--- config.mk ---
export PLATFORM = sky130hd
export DESIGN_NAME = aux_cmd_engine
export DESIGN_NICKNAME = d
export VERILOG_FILES = /design/src/rtl/aux_pkg.sv /design/src/rtl/aux_csum_acc.sv /design/src/rtl/aux_cmd_engine.sv
export SDC_FILE = /design/constraint.sdc
export NUM_CORES = 1
export LEC_CHECK = 0
export ABC_AREA = 1
export BUFFER_PORTS_ARGS = -buffer_cell sky130_fd_sc_hd__buf_2
export CAP_MARGIN = 30
export CORE_UTILIZATION = 45
export DETAILED_ROUTE_END_ITERATION = 8
export PLACE_DENSITY = 0.77
export SYNTH_ARGS = -nofsm -noshare
export SYNTH_HDL_FRONTEND = slang
export SYNTH_SLANG_ARGS = --single-unit
--- constraint.sdc ---
create_clock -name clk -period 5.85 [get_ports clk]
set_input_delay 1.4625 -clock clk [delete_from_list [all_inputs] [get_ports clk]]
set_output_delay 1.4625 -clock clk [all_outputs]
set_load 0.01 [all_outputs]
--- src/rtl/aux_pkg.sv ---
// Shared definitions for the aux_io command/response engine: header layout,
// NAK codes, engine states and the header record.
package aux_pkg;

   localparam int HDR_TYPE_LSB = 24;
   localparam int HDR_SEQ_LSB  = 16;
   localparam int HDR_LEN_LSB  = 0;

   localparam logic [7:0] NAK_CSUM    = 8'hFE;
   localparam logic [7:0] NAK_TIMEOUT = 8'hFD;

   typedef enum logic [2:0] {
      RX_HDR,
      RX_PAY,
      RX_DROP,
      RX_CSUM,
      RESP_WAIT,
      TX_HDR,
      TX_PAY,
      TX_CSUM
   } aux_state_t;

   typedef struct packed {
      logic [7:0]  kind;
      logic [7:0]  seq;
      logic [15:0] len;
   } aux_hdr_t;

   function automatic logic [31:0] make_hdr(input logic [7:0] kind, input logic [7:0] seq,
                                            input logic [15:0] len);
      return ({24'd0, kind} << HDR_TYPE_LSB) | ({24'd0, seq} << HDR_SEQ_LSB) |
             ({16'd0, len} << HDR_LEN_LSB);
   endfunction

endpackage

--- src/rtl/aux_csum_acc.sv ---
// Running 32-bit frame checksum; a clear combined with an add restarts the sum
// at the given word so the header can be folded in on the same cycle.
module aux_csum_acc
   import aux_pkg::*;
(
   input  logic        clk,
   input  logic        reset_n,
   input  logic        clear,
   input  logic        add_en,
   input  logic [31:0] word,
   output logic [31:0] sum
);

   logic [31:0] r_sum;

   always_ff @(posedge clk or negedge reset_n) begin
      if (!reset_n) begin
         r_sum <= 32'd0;
      end else if (clear) begin
         r_sum <= add_en ? word : 32'd0;
      end else if (add_en) begin
         r_sum <= r_sum + word;
      end
   end

   assign sum = r_sum;

endmodule

--- src/rtl/aux_cmd_engine.sv ---
// Half-duplex command/response engine: pulls framed host commands through aux_io,
// hands them to user logic, then frames and writes back the user's response.
module aux_cmd_engine
   import aux_pkg::*;
#(
   parameter int MAX_LEN      = 1024,
   parameter int RESP_TIMEOUT = 1_000_000
) (
   input  logic        clk,
   input  logic        reset_n,
   output logic        write_req,
   output logic        read_req,
   output logic [31:0] data_write,
   input  logic [31:0] data_read,
   input  logic        busy,
   output logic        rx_hdr_valid,
   output logic [7:0]  rx_type,
   output logic [7:0]  rx_seq,
   output logic [15:0] rx_len,
   output logic        rx_valid,
   input  logic        rx_ready,
   output logic [31:0] rx_data,
   output logic        rx_last,
   output logic        rx_done,
   output logic        rx_ok,
   input  logic        tx_start,
   input  logic [7:0]  tx_type,
   input  logic [15:0] tx_len,
   input  logic        tx_valid,
   output logic        tx_ready,
   input  logic [31:0] tx_data,
   output logic        idle
);

   localparam int TMR_W = (RESP_TIMEOUT > 1) ? $clog2(RESP_TIMEOUT) : 1;
   localparam logic [TMR_W-1:0] TMR_LAST = TMR_W'(RESP_TIMEOUT - 1);
   localparam logic [16:0] MAX_LEN_W = 17'(MAX_LEN);

   aux_state_t       r_state;
   aux_hdr_t         r_hdr;
   logic             r_started, r_rd_req, r_wr_req, r_pend;
   logic [31:0]      r_data_write, r_rx_data;
   logic             r_hdr_valid, r_rx_valid, r_rx_last, r_rx_done, r_rx_ok, r_oversize;
   logic [15:0]      r_cnt, r_tx_len;
   logic [7:0]       r_tx_kind;
   logic [TMR_W-1:0] r_tmr;

   aux_hdr_t    w_hdr_in;
   logic        w_bus_free, w_done, w_rd_issue, w_wr_issue, w_tx_beat, w_oversize, w_csum_ok;
   logic        w_clr, w_add;
   logic [31:0] w_word, w_csum, w_tx_hdr;

   // One transaction at a time: a strobe is only raised when nothing is in flight.
   assign w_bus_free = r_started && !r_rd_req && !r_wr_req && !r_pend && !busy;
   assign w_done     = r_pend && !busy;
   assign w_rd_issue = w_bus_free && ((r_state == RX_HDR) || (r_state == RX_DROP) ||
                       (r_state == RX_CSUM) || ((r_state == RX_PAY) && !r_rx_valid));
   assign w_wr_issue = w_bus_free && ((r_state == TX_HDR) || (r_state == TX_CSUM));
   assign tx_ready   = w_bus_free && (r_state == TX_PAY);
   assign w_tx_beat  = tx_valid && tx_ready;
   assign w_hdr_in   = data_read;
   assign w_oversize = {1'b0, w_hdr_in.len} > MAX_LEN_W;
   assign w_csum_ok  = (data_read == w_csum) && !r_oversize;
   assign w_tx_hdr   = make_hdr(r_tx_kind, r_hdr.seq, r_tx_len);

   // The accumulator restarts on the header word of each direction.
   always_comb begin
      w_clr  = 1'b0;
      w_add  = 1'b0;
      w_word = tx_data;
      if (r_state inside {RX_HDR, RX_PAY, RX_DROP, RX_CSUM}) begin
         w_word = data_read;
         w_clr  = (r_state == RX_HDR) && w_done;
         w_add  = w_done && (r_state != RX_CSUM);
      end else if (r_state == TX_HDR) begin
         w_word = w_tx_hdr;
         w_clr  = w_wr_issue;
         w_add  = w_wr_issue;
      end else begin
         w_add  = w_tx_beat;
      end
   end

   aux_csum_acc u_csum (
      .clk    (clk),
      .reset_n(reset_n),
      .clear  (w_clr),
      .add_en (w_add),
      .word   (w_word),
      .sum    (w_csum)
   );

   always_ff @(posedge clk or negedge reset_n) begin
      if (!reset_n) begin
         r_state      <= RX_HDR;
         r_hdr        <= '0;
         r_started    <= 1'b0;
         r_rd_req     <= 1'b0;
         r_wr_req     <= 1'b0;
         r_pend       <= 1'b0;
         r_data_write <= 32'd0;
         r_rx_data    <= 32'd0;
         r_hdr_valid  <= 1'b0;
         r_rx_valid   <= 1'b0;
         r_rx_last    <= 1'b0;
         r_rx_done    <= 1'b0;
         r_rx_ok      <= 1'b0;
         r_oversize   <= 1'b0;
         r_cnt        <= 16'd0;
         r_tx_len     <= 16'd0;
         r_tx_kind    <= 8'd0;
         r_tmr        <= '0;
      end else begin
         r_started   <= 1'b1;
         r_hdr_valid <= 1'b0;
         r_rx_done   <= 1'b0;
         r_rx_ok     <= 1'b0;
         r_rd_req    <= w_rd_issue;
         r_wr_req    <= w_wr_issue || w_tx_beat;
         if (r_rd_req || r_wr_req) begin
            r_pend <= 1'b1;
         end else if (w_done) begin
            r_pend <= 1'b0;
         end
         if (w_wr_issue) begin
            r_data_write <= (r_state == TX_HDR) ? w_tx_hdr : w_csum;
         end else if (w_tx_beat) begin
            r_data_write <= tx_data;
         end
         case (r_state)
            RX_HDR: if (w_done) begin
               r_hdr       <= w_hdr_in;
               r_hdr_valid <= 1'b1;
               r_cnt       <= 16'd0;
               r_oversize  <= w_oversize;
               if (w_hdr_in.len == 16'd0) r_state <= RX_CSUM;
               else if (w_oversize)       r_state <= RX_DROP;
               else                       r_state <= RX_PAY;
            end
            RX_PAY: if (w_done) begin
               r_rx_data  <= data_read;
               r_rx_valid <= 1'b1;
               r_rx_last  <= (r_cnt + 16'd1) == r_hdr.len;
               r_cnt      <= r_cnt + 16'd1;
            end else if (r_rx_valid && rx_ready) begin
               r_rx_valid <= 1'b0;
               r_rx_last  <= 1'b0;
               if (r_rx_last) r_state <= RX_CSUM;
            end
            RX_DROP: if (w_done) begin
               r_cnt <= r_cnt + 16'd1;
               if ((r_cnt + 16'd1) == r_hdr.len) r_state <= RX_CSUM;
            end
            RX_CSUM: if (w_done) begin
               r_rx_done <= 1'b1;
               r_rx_ok   <= w_csum_ok;
               r_tmr     <= '0;
               if (w_csum_ok) begin
                  r_state <= RESP_WAIT;
               end else begin
                  r_tx_kind <= NAK_CSUM;
                  r_tx_len  <= 16'd0;
                  r_state   <= TX_HDR;
               end
            end
            // A start arriving in the final timeout cycle still wins over the NAK.
            RESP_WAIT: if (tx_start) begin
               r_tx_kind <= tx_type;
               r_tx_len  <= tx_len;
               r_state   <= TX_HDR;
            end else if (r_tmr == TMR_LAST) begin
               r_tx_kind <= NAK_TIMEOUT;
               r_tx_len  <= 16'd0;
               r_state   <= TX_HDR;
            end else begin
               r_tmr <= r_tmr + TMR_W'(1);
            end
            TX_HDR: if (w_done) begin
               r_cnt   <= 16'd0;
               r_state <= (r_tx_len == 16'd0) ? TX_CSUM : TX_PAY;
            end
            TX_PAY: if (w_tx_beat) begin
               r_cnt <= r_cnt + 16'd1;
            end else if (w_done && (r_cnt == r_tx_len)) begin
               r_state <= TX_CSUM;
            end
            TX_CSUM: if (w_done) r_state <= RX_HDR;
            default: r_state <= RX_HDR;
         endcase
      end
   end

   assign read_req     = r_rd_req;
   assign write_req    = r_wr_req;
   assign data_write   = r_data_write;
   assign rx_hdr_valid = r_hdr_valid;
   assign rx_type      = r_hdr.kind;
   assign rx_seq       = r_hdr.seq;
   assign rx_len       = r_hdr.len;
   assign rx_valid     = r_rx_valid;
   assign rx_data      = r_rx_data;
   assign rx_last      = r_rx_last;
   assign rx_done      = r_rx_done;
   assign rx_ok        = r_rx_ok;
   assign idle         = (r_state == RX_HDR) && !r_rd_req && !r_pend;

endmodule

# After elaboration in Yosys (flattened, before gate mapping)
# Index checks and enable logic that the tools add are counted.
op_classes:
  add_sub_neg: 3
  n_mul: 0
  div_mod_pow: 0
  magnitude_cmp: 1
  n_eq_ne: 30
  shifts: 0
  muxes: 58
  bitwise_logic: 2
  n_reduce_logical: 48
ops:
  columns: ["operator", "n"]
  rows:
  - ["$mux 32", 8]
  - ["$mux 16", 7]
  - ["$mux 20", 3]
  - ["$pmux 16 s3", 1]
  - ["$pmux 20 s2", 1]
  - ["$mux 3", 13]
  - ["$add 32x32->32", 1]
  - ["$eq 16x16->1", 2]
  - ["$eq 32x32->1", 1]
  - ["$logic_not 16->1", 2]
  - ["$mux 8", 4]
  - ["$or 32x16->32", 1]
  - ["$or 32x24->32", 1]
  - ["$pmux 16 s2", 1]
  - ["$ne 2x2->1 const B", 12]
  - ["$pmux 3 s8", 1]
  - ["$add 20x1->20 const B", 1]
  - ["$eq 20x20->1 const B", 1]
  - ["$logic_and 1x1->1", 17]
  - ["$add 16x1->16 const B", 1]
  - ["$gt 16x11->1 const B", 1]
  - ["$mux 1", 16]
  - ["$pmux 8 s2", 1]
  - ["$eq 3x3->1 const B", 4]
  - ["16 further kinds", 41]
word_totals:
  reg_bits: 201
  latch_bits: 0
  mem_bits_rw: 0
  rom_bits: 0
  in_bits: 94
  output_inout_bits: 105
  wordCells: 163
  memories: 0

# Logic depth before layout (Yosys ltp)
# Gate-level depths: netlist (run 1).
depth:
  ltp_word: 11
  mapped_depth: 22
  ltp_nobuf: 20

# Cells and area by module
# A second synthesis (run 1) with hierarchy kept.
unflattened:
  hier_cells: 1991
  hier_area_um2: 13551.7
by_module_without_submodules:
  columns: ["mod", "instances", "cells_per_inst", "area_each_um2", "seq_area_each_um2"]
  rows:
  - ["aux_cmd_engine", 1, 1294, 9628.0, 4229.1]
  - ["aux_csum_acc", 1, 697, 3923.8, 800.8]

# Worst setup path after synthesis (run 1)
# OpenSTA, ideal clock, no wires.
synth_timing:
  path_type: "input to register"
  start: "input port data_read[0]"
  end: "register u_csum.r_sum[20], in the netlist u_csum.sum[20]"
  setup_ns: 0.116
  arrival_time_ns: 3.457
  required_ns: 5.734
  slack_ns: 2.277
  stages: 14
  n_path_buf: 0
  cell_sequence: "inv_1 > a221oi_1 > ha_1 > inv_1 > fa_1 > o21ai_1 > a21oi_1 > o21ai_1 > nand2_1 > nand2_1 > xnor2_1 > nand2_1 > nand2_1 > nand2_1"
synth_via:
  elab_chain_len: 4
synth_rtl:
  columns: ["element", "line_no", "rtl"]
  rows:
  - ["start: declaration", "aux_cmd_engine.sv:14", "input logic [31:0] data_read,"]
  - ["$mux 32", "aux_cmd_engine.sv:71", "if (r_state inside {RX_HDR, RX_PAY, RX_DROP, RX_CSUM}) begin"]
  - ["$add 32x32->32", "aux_csum_acc.sv:22", "r_sum <= r_sum + word;"]
  - ["$mux 32", "aux_csum_acc.sv:21", "end else if (add_en) begin"]
  - ["$mux 32", "aux_csum_acc.sv:19", "end else if (clear) begin"]
  - ["end signal: assignment", "aux_csum_acc.sv:20", "r_sum <= add_en ? word : 32'd0;"]
  - ["end signal: assignment", "aux_csum_acc.sv:22", null]
  - ["end: declaration", "aux_csum_acc.sv:14", "logic [31:0] r_sum;"]
# No other way between the ends. The select of a mux whose other input is x is not followed.
# A chain may end at the register's enable or synchronous reset.

# Final worst setup path (run 1)
layout_timing:
  start: "register r_state[2]"
  end: "register u_csum.r_sum[31], in the netlist u_csum.sum[31]"
layout_via:
  elab_chain_len: 7
  word_cells_on_any_way: 26
  cone_classes: "add/sub (1); eq/ne (7); mux (9); reduce/logical (9)"
layout_rtl:
  columns: ["element", "line_no", "rtl"]
  rows:
  - ["start: declaration", "aux_cmd_engine.sv:39", "aux_state_t r_state;"]
  - ["start signal: assignment", "aux_cmd_engine.sv:180", "r_state <= (r_tx_len == 16'd0) ? TX_CSUM : TX_PAY;"]
  - ["branches (longest 7 deep; another with $add 32x32->32)", null, null]
# Several ways; the timed one is not identified. The select of a mux whose other input is x is not followed.

==> results.py, run 1 <==
metrics = {
    "setup_path": {
        "required_ns": 6.26,
        "slowest_delay_ns": 0.57,
        "cpMostUsedCell": "nand2_1",
        "worstSetupPathType": "reg -> reg",
        "critical_path_arrival_ns": 4.39,
        "crit_slowest_cell": "dfrtp_1",
        "cp_num_buf_inv": 1,
        "worstPathMaxFanout": 36,
        "path_cells": "nand2_4 -> nor2_8 -> inv_4 -> nor2_1 -> a221oi_1 -> ha_1 -> nand2_1 -> o21ai_1 -> nand2_1 -> nand2_1 -> nand2_1 -> nand2_1 -> nand2_1 -> nand2_1 -> nand3_1 -> nand3_1 -> nand3_1 -> nand2_1 -> nand2_1",
        "crit_family": "simple AND/OR/NAND/NOR gates",
        "cp-start-kind": "flop",
        "cp-end-kind": "flop",
    },
    "synth": {
        "synth_edf_count": 0,
        "syn-instance-count": 1668,
        "ys_seq_area_share_pct": 39.0,
        "synth_warnings": 0,
        "synth_compound_area_share_pct": 19.6,
        "syn_avg_cell_area_um2": 7.72,
        "synth_mux_area_share_pct": 0,
        "synth_simple_gate_area_share_pct": 25.8,
        "netlist_area_mm2": 0.0129,
        "synth-seq-cells": 201,
        "synth_xor_area_share_pct": 3.66,
        "yosysUniqueCellTypes": 61,
        "syn_nets": 1799,
        "synth_top_family_by_area": "simple AND/OR/NAND/NOR gates",
        "synth_fa_ha_area_share_pct": 3.65,
        "synthFlopType": "dfrtp_1",
        "synthArstFlopShare_pct": 100,
    },
    "timing": {
        "worst_hold_slack_ns": 0.479,
        "max_freq_ghz": 0.251,
        "period_minus_slack_ns": 3.98,
        "setup_viol": 0,
        "drv_slew": 0,
        "maxSlewHeadroom_pct": 33.7,
        "finalSetupTns_ns": 0,
        "worst_slew_pin_slew_ns": 0.985,
        "skew_ns": 0.0324,
        "post-route-period-util_pct": 68.1,
        "rsz0062_at_grt": "false",
        "hold_violations": 0,
    },
    "power": {
        "sw_frac_of_total_pct": 47.8,
        "leakage_uw": 0.00739,
        "seq_power_share_pct": 30.1,
        "ir_drop_mv": 0.256,
        "p_clk_share_pct": 17.7,
        "powerDensity_mw_per_mm2": 587,
        "intPower_uw": 4580,
        "switching_power_uw": 4200,
        "p_comb_share_pct": 52.2,
    },
    "cts": {
        "clock_path_buffers": 3,
        "cts_resized": 0,
        "postCtsHoldBufs": 0,
        "cts_buffers": 24,
        "cts.sink_count": 201,
        "clkTransAtPathRegs_ns": 0.07,
        "cts_tree": "built",
        "clkLatencyLatePin_ns": 0.54,
        "post_cts_buffers": 0,
        "ctsHtreeMaxLevel": 1,
        "ctsRootBufferMaster": "clkbuf_16",
    },
    "layout": {
        "regArea_mm2": 0.00503,
        "fillers": 2648,
        "mostFrequentLayoutCell": "nand2_1",
        "final_nets": 1975,
        "final_cell_mix": "nand2_1 (373), dfrtp_1 (201), buf_2 (197)",
        "multiInputGateArea_mm2": 0.00681,
        "area_delta_synth_final_pct": 16.3,
        "drive_gt1_share_pct": 18.5,
    },
    "floorplan": {
        "rows": 61,
        "ios": 199,
        "die_h_um": 171,
        "core_area_mm2": 0.0280,
        "initial_core_util_pct": 46.0,
        "die_w_um": 171,
        "die_area_mm2": 0.0293,
    },
    "grt": {
        "grt-ovfl-total": 0,
        "antenna_found_initial": 4,
        "grt_max_degree": 133,
        "grt_pass1_vias": 12231,
        "grtUsageTotal_pct": 30.5,
        "grt_pass1_wl_mm": 68.6,
    },
    "routing": {
        "drc": 0,
        "vias": 12962,
        "drt_iter0_drc": 1698,
        "ant_nets": 0,
        "via_per_inst": 5.78,
        "wl_mm": 45.1,
        "drtPass1Iterations": 6,
        "route.detailed.wl_per_inst_um": 20.1,
    },
    "run_status": {
        "status": "finished clean",
    },
    "min_path": {
        "min_path_type": "reg -> reg",
    },
    "placement": {
        "dp_hpwl_mm": 34.4,
        "globalplace.congestion": 1.03,
        "portBuffers": 198,
    },
    "flow_run": {
        "drv_cap": 0,
    },
}
worst min-delay path: cells and delay by family, from the launching register on:
kind               cells  cell delay (ns)
AOI/OAI and AO/OA      1             0.06
DFF                    1             0.34
and+or+nand+nor        1             0.05
final timing paths:
kind	slack [ns]	to	cells past startpoint	start
setup / recovery	1.87	u_csum.sum[31]	19	r_state[2]
hold / removal	0.48	rx_data[12]	2	rx_data[12]
setup reg to reg	1.87	u_csum.sum[31]	19	r_state[2]
hold reg to reg	0.48	rx_data[12]	2	rx_data[12]
max in group asynchronous	3.77	data_write[29]	2	reset_n
min in group asynchronous	0.93	r_cnt[0]	1	reset_n
power groups by stage:
stage | Clock (µW) | Sequential [µW] | Combinational [µW]
after floorplan | 0 | 2570 | 3090
after global placement | 0 | 2630 | 4430
final | 1560 | 2640 | 4590
after CTS | 1560 | 2620 | 4530
after global routing | 1620 | 2710 | 5080
after detailed placement | 0 | 2630 | 4500
registers in the layout, summed over array words and instances (netlist names), 3 cells and up:
name,flops
r_cnt,16
rx_len,16
data_write,32
r_tmr,20
rx_seq,8
rx_data,32
r_state,3
rx_type,8
r_tx_len,16
u_csum.sum,32
r_tx_kind,8
cell type report:
type	instances	share of cell area, %
Tap cell	378	3.16
Inverter	194	4.93
Sequential cell	201	33.6
Timing Repair Buffer	205	7.37
Clock inverter	16	1.22
Multi-Input combinational cell	1218	45.5
Clock buffer	28	4.24
Antenna cell	3	0.0501
cells by family (layout without fill, tap and decap cells):
group | count (synthesis) | in the layout
other | 1 | 4
adders and majority gates | 37 | 37
and+or+nand+nor | 755 | 755
AOI/OAI and AO/OA | 376 | 376
DFF | 201 | 201
xor gates and xnor gates | 49 | 49
buffers and inverters | 249 | 443
per-layer routing:
layer,global-route usage (%),part of all wire (%),wire length [µm]
met1,41.3,41,18500
met2,49.3,46,20600
met3,5.66,10,4540
met4,9.05,3.3,1490
met5,0,0,0
metrics by stage:
step	worst slack, ns	utilization [%]	instance area [µm²]	std cells	power, µW
2_1_floorplan	2.28	-	12900	1668	5660
3_3_place_gp	1.76	50.3	14100	2194	7060
3_5_place_dp	1.68	50.4	14100	2195	7130
4_1_cts	1.97	53.4	14900	2239	8710
5_1_grt	1.57	53.5	15000	2243	9410
6_report	1.87	53.5	15000	2243	8790
synthesized netlist by cell type (17+ instances only):
master / number / area [µm²]
nand2_1: 373 / 1400
dfrtp_1: 201 / 5030
nor2_1: 187 / 702
inv_1: 174 / 653
o21ai_0: 125 / 626
nand3_1: 74 / 370
a21oi_1: 68 / 340
ha_1: 36 / 450
o21bai_1: 35 / 263
a221oi_1: 34 / 298
xor2_1: 31 / 272
nand4_1: 29 / 181
a221oi_2: 28 / 420
nor3_1: 28 / 140
o21ai_1: 26 / 130
o22ai_1: 24 / 150
buf_2: 22 / 110
clkbuf_1: 19 / 71.3
inv_2: 17 / 63.8
Note: power is estimated with default switching activity, not from simulation.
==> inputs of run 2 (changes only) <==
Settings changed: PLACE_DENSITY 0.77 to 0.79.
Clock period 5.85 ns to 3.5 ns, I/O delays scaled along.
==> run 2 against run 1 <==
Sequential power rose by 66%. Worst hold slack got worse by 0.098 ns. Critical path depth fell by 1. Critical path type unchanged.
==> results.py, run 2 (synthesized netlist as in run 1, its figures left out) <==
metrics = {
    "min_path": {
        "min_path_type": "in -> async",
    },
    "layout": {
        "mostFrequentLayoutCell": "nand2_1",
        "final_cell_mix": "nand2_1 (373), dfrtp_1 (200), buf_2 (197)",
        "drive_gt1_share_pct": 20.3,
        "final_util_pct": 54.9,
        "area_delta_synth_final_pct": 19.3,
        "final_nets": 2013,
    },
    "floorplan": {
        "ios": 199,
        "die_h_um": 171,
        "die_area_mm2": 0.0293,
        "initial_core_util_pct": 46.0,
        "rows": 61,
        "die_w_um": 171,
        "core_area_mm2": 0.0280,
    },
    "timing": {
        "worst_slew_pin_slew_ns": 0.854,
        "post-route-period-util_pct": 94.1,
        "skew_ns": 0.0115,
        "hold_violations": 0,
        "worst_hold_slack_ns": 0.380,
        "drv_slew": 0,
        "period_minus_slack_ns": 3.29,
        "setup_viol": 0,
        "max_freq_ghz": 0.304,
        "maxSlewHeadroom_pct": 43.1,
        "finalSetupTns_ns": 0,
    },
    "setup_path": {
        "worstSetupPathType": "reg -> reg",
        "cp-start-kind": "flop",
        "required_ns": 3.96,
        "worstPathMaxFanout": 20,
        "critical_path_arrival_ns": 3.75,
        "regToRegSetupSlack_ns": 0.21,
        "cp-end-kind": "flop",
    },
    "routing": {
        "drt_iter0_drc": 1416,
        "drc": 0,
        "vias": 13105,
        "ant_nets": 0,
        "route.detailed.wl_per_inst_um": 20.1,
        "via_per_inst": 5.75,
        "wl_mm": 45.7,
        "drtPass1Iterations": 6,
    },
    "cts": {
        "cts.sink_count": 201,
        "clock_path_buffers": 3,
        "postCtsHoldBufs": 0,
        "post_cts_buffers": 0,
        "clkTransAtPathRegs_ns": 0.06,
        "cts_resized": 0,
        "cts_tree": "built",
        "ctsRootBufferMaster": "clkbuf_16",
        "ctsHtreeMaxLevel": 1,
        "cts_buffers": 24,
        "clkLatencyLatePin_ns": 0.53,
    },
    "grt": {
        "grt_pass1_wl_mm": 69.5,
        "grt_pass1_vias": 12430,
        "grt_max_degree": 85,
        "grtUsageTotal_pct": 31.1,
        "grt-ovfl-total": 0,
        "antenna_found_initial": 4,
    },
    "placement": {
        "globalplace.congestion": 1.02,
        "dp_hpwl_mm": 35.1,
        "portBuffers": 198,
    },
    "flow_run": {
        "drv_cap": 0,
    },
    "power": {
        "power_uw": 15000,
        "leakage_uw": 0.00758,
        "ir_drop_mv": 0.444,
        "powerDensity_mw_per_mm2": 975,
    },
    "run_status": {
        "status": "finished clean",
    },
}
==> run 2: changes by cell type in the layout (fill, tap and decap cells not counted), sizes merged <==
cell      change
buf          +38
clkinv        -6
diode         +1
clkinvlp      +1
inv           -2
bufinv        +1
clkbuf        +3
==> run 2: per-layer routing <==
metal	vias to the layer above	routed length, µm	part of all wire [%]	GRT usage [%]
met5	-	0	0	0
met4	0	1670	3.6	11.6
met3	116	4590	10	5.32
met2	715	20900	46	49.6
met1	6235	18600	41	42.2
li1	6039	-	-	-
==> run 2: critical path, cell delays in order (launching register included) <==
cell	delay, ns
dfrtp_1	0.45
buf_4	0.19
nor2_8	0.11
inv_4	0.07
buf_4	0.22
nor2_1	0.27
a221oi_1	0.09
buf_4	0.17
ha_1	0.35
nand2_1	0.09
buf_4	0.14
nor2_1	0.13
inv_1	0.08
nor3_1	0.33
nand2_1	0.13
a21o_1	0.19
nand3_1	0.06
nand3_1	0.07
nand2_1	0.08
==> run 2: cell type report <==
type	count	area, µm²
Fill cell	2617	12600
Multi-Input combinational cell	1218	6860
Sequential cell	201	5030
Timing Repair Buffer	243	1430
Inverter	194	738
Clock buffer	31	658
Tap cell	378	473
Clock inverter	10	161
Antenna cell	4	10.0
==> run 2: metrics by stage <==
stage,setup slack (ns),instances,cell area (µm²)
after global placement,0.0798,2233,14500
after detailed placement,0.0271,2234,14500
after global routing,-0.000362,2279,15400
after CTS,0.146,2275,15300
after floorplan,0.514,1668,12900
final,0.206,2279,15400
==> run 2: path summary, 6_finish.rpt <==
kind,from,to,cells past startpoint
worst min-delay path,reset_n,rx_done,1
worst max register to register,r_state[1],u_csum.sum[18],18
worst max-delay path,r_state[1],u_csum.sum[18],18
max in group asynchronous,reset_n,r_cnt[13],2
min in group clk,rx_data[0],rx_data[0],2
worst min register to register,rx_data[0],rx_data[0],2
==> run 2: power breakdown <==
| part | internal (µW) | switching, µW |
|---|---|---|
| combinational | 3030 | 4910 |
| clock | 1620 | 1060 |
| sequential | 3320 | 1050 |
| total | 7970 | 7020 |
==> inputs of run 3 (changes only) <==
Settings changed: REMOVE_ABC_BUFFERS from default to 1, SYNTH_HIERARCHICAL from default to 1.
==> run 3 against run 2 <==
Critical path depth up 1. Clock-buffer cell count is the same. Global-route usage down 2.7 points. Synthesized area increased by 5.2%. Critical path type unchanged. Largest power group unchanged.
==> results.py, run 3 <==
metrics = {
    "synth": {
        "yosys.area.top_type": "dfrtp_1",
        "ys_top_cells_by_count": "nand2_1 (620), inv_1 (240), nor2_1 (229), dfrtp_1 (201), o21ai_0 (131)",
        "synth-seq-cells": 201,
        "synth_most_common_cell": "nand2_1",
        "synth_warnings": 6,
        "synthArstFlopShare_pct": 100,
        "yosysUniqueCellTypes": 48,
        "yosys-top-cells-area": "dfrtp_1 (37%), nand2_1 (17%), inv_1 (6.6%), nor2_1 (6.3%), o21ai_0 (4.8%)",
        "netlist_area_mm2": 0.0136,
        "ys_seq_area_share_pct": 37.1,
        "syn_avg_cell_area_um2": 6.81,
        "synthFlopType": "dfrtp_1",
        "netlist.area_leader.share_pct": 37.1,
        "synth_edf_count": 0,
        "syn-instance-count": 1991,
    },
    "grt": {
        "grt_pass1_vias": 12904,
        "grt-ovfl-total": 0,
        "grt_pass1_wl_mm": 69.4,
        "grtUsageTotal_pct": 28.4,
        "antenna_found_initial": 0,
        "grt_max_degree": 69,
    },
    "timing": {
        "rsz0062_at_grt": "false",
        "hold_violations": 0,
        "skew_ns": 0.0166,
        "max_freq_ghz": 0.323,
        "worst_slew_pin_slew_ns": 0.690,
        "worst_hold_slack_ns": 0.345,
        "post-route-period-util_pct": 88.4,
        "period_minus_slack_ns": 3.10,
        "setup_viol": 0,
        "drv_slew": 0,
        "layout_setup_ws_ns": 0.405,
        "maxSlewHeadroom_pct": 53.9,
    },
    "floorplan": {
        "die_w_um": 176,
        "die_h_um": 176,
        "ios": 199,
        "die_area_mm2": 0.0308,
        "rows": 63,
        "core_area_mm2": 0.0296,
        "initial_core_util_pct": 45.7,
    },
    "cts": {
        "clkTransAtPathRegs_ns": 0.06,
        "cts.sink_count": 201,
        "clkLatencyLatePin_ns": 0.54,
        "cts_buffers": 25,
        "clock_path_buffers": 3,
        "cts_tree": "built",
        "post_cts_buffers": 0,
        "postCtsHoldBufs": 0,
        "ctsHtreeMaxLevel": 1,
        "ctsRootBufferMaster": "clkbuf_16",
        "cts_resized": 0,
    },
    "layout": {
        "final_nets": 2309,
        "area_delta_synth_final_pct": 16.7,
        "antenna_cells": 0,
        "final_cell_mix": "nand2_1 (620), inv_1 (239), nor2_1 (226)",
        "mostFrequentLayoutCell": "nand2_1",
        "final_util_pct": 53.4,
        "fin_area_mm2": 0.0158,
        "fin_cells": 2590,
        "drive_gt1_share_pct": 15.9,
    },
    "flow_run": {
        "drv_cap": 0,
    },
    "routing": {
        "ant_nets": 0,
        "vias": 13912,
        "wl_met2_mm": 19.1,
        "via_per_inst": 5.37,
        "wl_met1_mm": 20.0,
        "wl_mm": 44.0,
        "drt_iter0_drc": 1470,
        "routed.top_layer": "met4",
        "drtPass1Iterations": 6,
        "route.detailed.wl_per_inst_um": 17.0,
        "wl_met3_mm": 3.57,
        "drc": 0,
    },
    "placement": {
        "dp_hpwl_mm": 33.3,
        "dpl.cell_count": 2544,
        "globalplace.congestion": 0.998,
        "place_area_mm2": 0.0150,
        "dp_slack_ns": 0.340,
        "portBuffers": 198,
    },
    "power": {
        "leakage_uw": 0.00824,
        "sw_frac_of_total_pct": 47.1,
        "seq_power_share_pct": 29.0,
        "switching_power_uw": 6470,
        "powerDensity_mw_per_mm2": 869,
        "p_clk_share_pct": 19.3,
        "intPower_uw": 7280,
        "ir_drop_mv": 0.460,
        "p_comb_share_pct": 51.7,
    },
    "setup_path": {
        "worstPathMaxFanout": 23,
        "crit_slowest_cell": "ha_1",
        "critical_path_arrival_ns": 3.53,
        "cp-start-kind": "flop",
        "cp-end-kind": "flop",
        "required_ns": 3.93,
        "worstSetupPathType": "reg -> reg",
        "path_cells": "buf_4 -> inv_2 -> nor2_2 -> buf_4 -> nand2_1 -> o211ai_1 -> ha_1 -> nand2_1 -> nand2_1 -> nand2_1 -> nand2_1 -> nand2_1 -> nand2_1 -> a21oi_1 -> nand2_1 -> nand2_1 -> nand3_1 -> nand2_1 -> nand2_1",
        "cpMostUsedCell": "nand2_1",
        "slowest_delay_ns": 0.39,
    },
    "min_path": {
        "min_path_type": "in -> async",
    },
    "run_status": {
        "status": "finished clean",
    },
}
run 3: worst paths after layout:
path	from	end	slack (ns)	cells after the start
min in group clk	rx_type[5]	rx_type[5]	0.47	2
hold reg to reg	rx_type[5]	rx_type[5]	0.47	2
hold / removal	reset_n	rx_type[3]	0.34	1
setup reg to reg	r_state[2]	u_csum/sum[30]	0.40	19
max in group asynchronous	reset_n	u_csum/sum[3]	2.27	2
setup / recovery	r_state[2]	u_csum/sum[30]	0.40	19
run 3: cell families after synthesis:
group / count (synthesis) / share of synthesized area (%)
AND/OR/NAND/NOR: 1146 / 36.5
buffers and inverters: 314 / 9.44
AO/OA/AOI/OAI: 252 / 11.0
flip-flops: 201 / 37.1
XOR/XNOR: 43 / 2.78
adder cells (fa/ha/maj): 34 / 3.19
other: 1 / 0.0277
run 3: routing by layer:
| metal | global-route usage, % | vias up |
|---|---|---|
| met2 | 43.4 | 573 |
| met5 | 0 | - |
| li1 | - | 6745 |
| met3 | 3.77 | 88 |
| met1 | 41.7 | 6506 |
| met4 | 8.80 | 0 |
run 3: metrics by stage:
stage / TNS, ns / total power [µW]
2_1_floorplan: -64.74 / 8550
3_3_place_gp: 0 / 10900
3_5_place_dp: 0 / 11000
4_1_cts: 0 / 13700
5_1_grt: 0 / 14800
6_report: 0 / 13700
run 3: layout make-up:
| class | count | area (µm²) |
|---|---|---|
| well taps | 390 | 488 |
| fillers | 2954 | 13800 |
| repair buffers | 226 | 1280 |
| flip-flops and latches | 201 | 5030 |
| clock buffers | 31 | 658 |
| inverters | 251 | 943 |
| multi-input cells | 1476 | 7250 |
| clock inverters | 15 | 166 |
run 3: worst max-delay path, delay by kind of cell, from the launching register on:
kind,cells,cell delay (ns)
AOI/OAI and AO/OA,2,0.50
buffers and inverters,3,0.73
adders and majority gates,1,0.39
DFF,1,0.36
and+or+nand+nor,13,1.01
run 3: power groups by stage:
stage	logic, µW	registers [µW]	clock network (µW)
CTS	7050	3970	2690
global placement	6880	3970	0
finish	7110	3980	2650
global route	7960	4090	2780
detailed placement	7000	4000	0
floorplan	4460	4090	0
